===== config.mk =====
export PLATFORM = sky130hd
export DESIGN_NAME = srl_fifo
export DESIGN_NICKNAME = d
export VERILOG_FILES = /design/src/rtl/fpga_utility_pkg.sv /design/src/rtl/shift_register_dynamic.sv /design/src/rtl/srl_fifo.sv
export SDC_FILE = /design/constraint.sdc
export NUM_CORES = 1
export LEC_CHECK = 0
export BUFFER_PORTS_ARGS = -buffer_cell sky130_fd_sc_hd__buf_4
export CAP_MARGIN = 5
export CORE_MARGIN = 8
export CORE_UTILIZATION = 54
export DETAILED_ROUTE_END_ITERATION = 6
export GPL_ROUTABILITY_DRIVEN = 0
export PLACE_DENSITY = 0.74
export SLEW_MARGIN = 20
export SYNTH_ARGS = -nofsm -noshare
export SYNTH_HDL_FRONTEND = slang
export SYNTH_HIERARCHICAL = 1
export SYNTH_SLANG_ARGS = --single-unit

===== constraint.sdc =====
create_clock -name clk -period 3.7 [get_ports clk]
set_input_delay 0.185 -clock clk [delete_from_list [all_inputs] [get_ports clk]]
set_output_delay 0.185 -clock clk [all_outputs]
set_load 0.03 [all_outputs]

===== src/rtl/fpga_utility_pkg.sv =====
// fpga_utility_pkg -- shared helpers for the small FPGA utility blocks.
//
// count_width(depth): width of an occupancy counter that must hold every
// value from 0 up to and including depth.
package fpga_utility_pkg;

  function automatic int count_width(input int depth);
    return $clog2(depth) + 1;
  endfunction

endpackage


===== src/rtl/shift_register_dynamic.sv =====
// shift_register_dynamic -- push-only shift array with a dynamic read tap,
// written so synthesis maps it onto SRL16/SRL32 primitives.
//
// Parameters:
//   DATA_WIDTH          width of each entry
//   DEPTH               number of entries (power of two)
//   NUM_REGISTER_OUTPUT pipeline registers after the read mux (0 = combinational)
// Ports:
//   clk    in   clock
//   wea    in   shift enable: sr[0] <= dia, sr[i] <= sr[i-1]
//   dia    in   DATA_WIDTH  data shifted into sr[0]
//   addrb  in   $clog2(DEPTH) read tap
//   dob    out  DATA_WIDTH  sr[addrb], delayed by NUM_REGISTER_OUTPUT clocks
module shift_register_dynamic #(
  parameter int DATA_WIDTH          = 8,
  parameter int DEPTH               = 16,
  parameter int NUM_REGISTER_OUTPUT = 0
) (
  input  logic                     clk,
  input  logic                     wea,
  input  logic [DATA_WIDTH-1:0]    dia,
  input  logic [$clog2(DEPTH)-1:0] addrb,
  output logic [DATA_WIDTH-1:0]    dob
);

  // No reset on the array: SRL primitives have none, and a reset would
  // force the tools into plain flip-flops.
  logic [DATA_WIDTH-1:0] sr [DEPTH];
  logic [DATA_WIDTH-1:0] tap;

  always_ff @(posedge clk) begin
    if (wea) begin
      sr[0] <= dia;
      for (int i = 1; i < DEPTH; i++) begin
        sr[i] <= sr[i-1];
      end
    end
  end

  assign tap = sr[addrb];

  generate
    if (NUM_REGISTER_OUTPUT == 0) begin : g_comb_out
      assign dob = tap;
    end else begin : g_reg_out
      logic [DATA_WIDTH-1:0] pipe [NUM_REGISTER_OUTPUT];
      always_ff @(posedge clk) begin
        pipe[0] <= tap;
        for (int i = 1; i < NUM_REGISTER_OUTPUT; i++) begin
          pipe[i] <= pipe[i-1];
        end
      end
      assign dob = pipe[NUM_REGISTER_OUTPUT-1];
    end
  endgenerate

endmodule


===== src/rtl/srl_fifo.sv =====
// srl_fifo -- first-word-fall-through FIFO on SRL shift-register storage.
//
// Writes shift into the front of the array; the oldest word sits at
// sr[sc-1], so the read tap is driven from the occupancy counter.
//
// Build option: define SRL_FIFO_OUTPUT_REG_EN to add a head register after
// the read mux (capacity DEPTH+1, 2-cycle push-to-valid latency, no
// combinational path from the array to out_data).
//
// Parameters:
//   DATA_WIDTH  entry width
//   DEPTH       shift-array depth, power of two, 2..64
// Ports:
//   clk        in   clock
//   reset_n    in   asynchronous active-low reset
//   in_valid   in   write request
//   in_ready   out  FIFO can accept a word (registered)
//   in_data    in   DATA_WIDTH write data
//   out_valid  out  head word present (registered)
//   out_ready  in   consumer accepts head
//   out_data   out  DATA_WIDTH head word
//   count      out  $clog2(DEPTH)+1 total words held (registered)
module srl_fifo
  import fpga_utility_pkg::*;
#(
  parameter int DATA_WIDTH = 8,
  parameter int DEPTH      = 16
) (
  input  logic                          clk,
  input  logic                          reset_n,
  input  logic                          in_valid,
  output logic                          in_ready,
  input  logic [DATA_WIDTH-1:0]         in_data,
  output logic                          out_valid,
  input  logic                          out_ready,
  output logic [DATA_WIDTH-1:0]         out_data,
  output logic [count_width(DEPTH)-1:0] count
);

  localparam int AW = $clog2(DEPTH);
  localparam int CW = count_width(DEPTH);

  logic [CW-1:0]         sc;
  logic [CW-1:0]         sc_next;
  logic                  push;
  logic                  pop;
  logic [AW-1:0]         rd_addr;
  logic [DATA_WIDTH-1:0] rd_data;

  // in_ready is registered, so a full FIFO refuses a push even while popping.
  assign push = in_valid & in_ready;

  // Oldest word is at sc-1. With a simultaneous push and pop the address is
  // unchanged and, after the shift, selects the next-oldest word.
  assign rd_addr = AW'(sc - CW'(1));

  shift_register_dynamic #(
    .DATA_WIDTH          (DATA_WIDTH),
    .DEPTH               (DEPTH),
    .NUM_REGISTER_OUTPUT (0)
  ) u_sr (
    .clk   (clk),
    .wea   (push),
    .dia   (in_data),
    .addrb (rd_addr),
    .dob   (rd_data)
  );

`ifdef SRL_FIFO_OUTPUT_REG_EN

  logic                  head_valid;
  logic                  head_valid_next;
  logic [DATA_WIDTH-1:0] head_data;
  logic                  arr_pop;

  assign pop = head_valid & out_ready;

  // Refill the head whenever it is empty or leaving and the array has a
  // word; that refill is what removes a word from the array.
  assign arr_pop = (sc != '0) && (!head_valid || pop);

  always_comb begin
    sc_next         = sc;
    head_valid_next = head_valid;
    if (push && !arr_pop) begin
      sc_next = sc + CW'(1);
    end else if (!push && arr_pop) begin
      sc_next = sc - CW'(1);
    end
    if (arr_pop) begin
      head_valid_next = 1'b1;
    end else if (pop) begin
      head_valid_next = 1'b0;
    end
  end

  always_ff @(posedge clk or negedge reset_n) begin
    if (!reset_n) begin
      sc         <= '0;
      head_valid <= 1'b0;
      head_data  <= '0;
      in_ready   <= 1'b0;
      count      <= '0;
    end else begin
      sc         <= sc_next;
      head_valid <= head_valid_next;
      if (arr_pop) begin
        head_data <= rd_data;
      end
      in_ready   <= (sc_next != CW'(DEPTH));
      count      <= sc_next + CW'(head_valid_next);
    end
  end

  assign out_valid = head_valid;
  assign out_data  = head_data;

`else

  logic valid_q;

  assign pop = valid_q & out_ready;

  always_comb begin
    sc_next = sc;
    if (push && !pop) begin
      sc_next = sc + CW'(1);
    end else if (!push && pop) begin
      sc_next = sc - CW'(1);
    end
  end

  always_ff @(posedge clk or negedge reset_n) begin
    if (!reset_n) begin
      sc       <= '0;
      valid_q  <= 1'b0;
      in_ready <= 1'b0;
    end else begin
      sc       <= sc_next;
      valid_q  <= (sc_next != '0);
      in_ready <= (sc_next != CW'(DEPTH));
    end
  end

  assign out_valid = valid_q;
  assign out_data  = rd_data;
  assign count     = sc;

`endif

endmodule


==> summary.md <==
| Metric | Value |
|---|---|
| Status | `complete, no violations` |
| Clock Skew | `~0.0060 ns` |
| Final-report setup violation count | `0` |
| Leak | `~2.2 nW` |
| CTS H-tree depth | `4` |
| Fin crit period | `3.11 ns` |
| First-pass GRT wire length | `14.0 mm` |
| Number of buffers created by CTS | `17` |
| Routed len/inst | `about 20 µm` |
| Total chip power | `a little over 6 mW` |
| Clock root cell | `clkbuf_8` |
| Final net count | `a little over 300` |
| Post-synth top flop | `edfxtp_1` |
| Largest net degree at the start of global routing | `95` |
| Final hold violation count | `0` |
| Compound-Gate Fraction of Synth Area | `0.0305` |
| Slew of the pin with the lowest slew margin | `approximately 0.79 ns` |
| Final core utilization | `0.652` |
| Max-cap viol count | `0` |
| Synth warn | `6` |
| Crit-path cells | `inv_2 > ha_1 > inv_1 > buf_12 > mux4_1 > a22oi_1 > nand2_1 > buf_4` |
| Slew headroom | `0.471` |
| Peak supply drop | `slightly below 0.0006 V` |
| Port Buffers | `26` |
| Synthesized area per cell | `21.5 µm²` |
| Initial Util | `0.552` |
| Post-DRT Antenna Nets | `0` |
| Longest Clk Path Bufs | `2` |
| Startpoint Class | `flop` |
| P per Cell Area | `about 960 mW/mm²` |
| Area of the mapped netlist | `around 0.0053 mm²` |
| Mux contribution to synthesized area | `0.145` |
| Commonest non-fill, non-tap cell in the layout | `edfxtp_1` |
| Final WS setup | `~0.59 ns` |
| Vias in the first global route | `2656` |
| Die H | `~120 µm` |
| Share of post-route cells with drive strength above 1 | `0.278` |
| Post-Synth Adder-Cell Area | `0.00468` |
| Final Max Slew Viols | `0` |
| Setup bufs post-CTS | `0` |
| Post-Synth XOR/XNOR Area | `0.00984` |
| Setup TNS | `0 ns` |
| Core ar. | `0.00968 mm²` |
| Initial antenna violation count | `0` |
| Post-synth top area cell | `edfxtp_1` |
| Die Area | `0.0133 mm²` |
| Worst Setup End Kind | `output pin` |
| Die width | `approximately 120 µm` |
| PostCTS Resize Cnt | `0` |
| Grt total ovfl | `0` |
| Synth Net Count | `between 200 and 300` |
| Arr. time, crit path | `just under 3 ns` |
| Site Rows | `36` |
| Boundary pin count | `27` |
| Simple-Gate Fraction of Synth Area | `0.0340` |
| CP max-delay cell | `dfrtp_1` |
| Pre-antenna DRT Iters | `4` |
| Total placed cells including tap cells | `400` |
| Critical path class | `reg2out` |
| Area share of the largest cell type after synthesis | `0.720` |
| CTS tree | `built` |
| Drt drc | `0` |
| CP required | `about 3.5 ns` |
| F_max | `0.322 GHz` |
| Routed vias/inst | `between 5 and 6` |
| Commonest cells after routing, fill and taps aside | `edfxtp_1 (128), buf_4 (28), mux4_2 (18)` |
| Area contributors post-synth | `edfxtp_1 (72%), mux4_2 (7.6%), mux4_1 (6.9%)` |
| Initial drt markers | `approximately 200` |
| Post-synth EDFFs | `128` |
| Dpl ws | `~1.2 ns` |
| HP Class | `in2reg` |
| Total Routing Usage GR | `0.143` |
| Via count | `between 2000 and 3000` |
| Clock sink count | `135` |
| CTS clk-pin slew, worst paths | `approximately 0.06 ns` |
| Worst path max stage delay | `0.50 ns` |
| Ant. Diodes | `0` |
| Fin cells | `442` |
| #FFs+latches synth | `between 100 and 150` |
| RSZ-0062 raised after global routing | `no` |
| Crit-path max FO | `24` |
| Seq/Total Area, Yosys | `0.752` |
| Async S/R FF share, synth | `0.0519` |
| Synth unique cells | `32` |
| Period utilization | `0.840` |
| Layout area overhead | `18.2%` |
| Cell count after synthesis | `between 200 and 250` |
| Drt total wl | `approximately 8.6 mm` |
| Largest family of logic cells by synthesized area | `multiplexers` |
| Worst-skew pair later-pin latency | `~0.51 ns` |
| Hpwl dp | `a little under 5 mm` |
[timing repair]
| item | 4_1_cts | 5_1_grt |
|---|---|---|
| endpoints found under the setup margin | 0 | 0 |
| hold endpoints to repair | 15 | 0 |
| hold buffers | 10 | 0 |
[synth_stat cells (2+ instances only)]
library cell	number
a22oi_1	17
buf_2	3
buf_4	2
buf_6	4
clkdlybuf4s25_2	3
dfrtp_1	7
edfxtp_1	128
ha_1	2
inv_1	6
mux4_1	14
mux4_2	18
nand2_1	10
nand3_1	4
nor2_1	7
nor3_1	2
nor4_1	2
xnor2_1	2
xor2_1	4
[layer usage]
layer  vias up  wire length (µm)  track usage
li1       1137                 -            -
met1      1325              4010        0.194
met5         -                 0            0
met2        62              4150        0.200
met3        11               279       0.0438
met4         0               161       0.0832
[metrics by stage]
stage          hold slack (ns)  instance area, µm²
5_1_grt                  0.167                6310
2_1_floorplan           -0.111                5350
3_5_place_dp         -0.000108                5640
4_1_cts                  0.137                6310
6_report                 0.164                6310
3_3_place_gp          -0.00205                5640
[worst paths after layout]
| kind | from | end | slack (ns) | depth (start not counted) |
|---|---|---|---|---|
| setup / recovery | count[0] | out_data[5] | 0.59 | 8 |
| hold / removal | out_ready | count[1] | 0.16 | 5 |
| setup reg to reg | in_ready | u_sr/sr[7][0] | 1.57 | 4 |
| hold reg to reg | u_sr/sr[1][3] | u_sr/sr[2][3] | 0.44 | 0 |
| max in group asynchronous | reset_n | count[1] | 2.84 | 3 |
| min in group asynchronous | reset_n | in_ready | 0.62 | 3 |
[worst max-delay path: cells and delay by family, from the launching register on]
family          cells  cell delay [ns]
buf+inv             4             0.90
flops               1             0.50
mux                 1             0.35
fa+ha+maj           1             0.32
compound gates      1             0.24
simple gates        1             0.09
[sequential cells by signal (all words and copies together), names as in the netlist]
register	flops
u_sr/sr	128
count	5
in_ready	1
out_valid	1
[where the power goes]
group          internal (mW)  total (mW)  switching, mW
clock                  0.961        1.58          0.618
combinational          0.979        2.34           1.36
sequential              1.99        2.14          0.153
total                   3.93        6.06           2.13
[area by class of cell]
cell class              instances  area [µm²]
well taps                     133         166
fillers                       628        3370
clock inverters                14         149
repair buffers                 40         342
flip-flops and latches        135        4020
inverters                       6        26.3
clock buffers                  18         418
multi-input cells              96        1190
[cells by family (layout without fill, tap and decap cells)]
kind of cell,Yosys count,in the layout
XOR/XNOR,6,6
flip-flops,135,135
AND/OR/NAND/NOR,34,34
multiplexers,32,32
adder cells (fa/ha/maj),2,2
AO/OA/AOI/OAI,22,22
buffers and inverters,18,78
No activity file was read; power rests on OpenSTA's default activity.
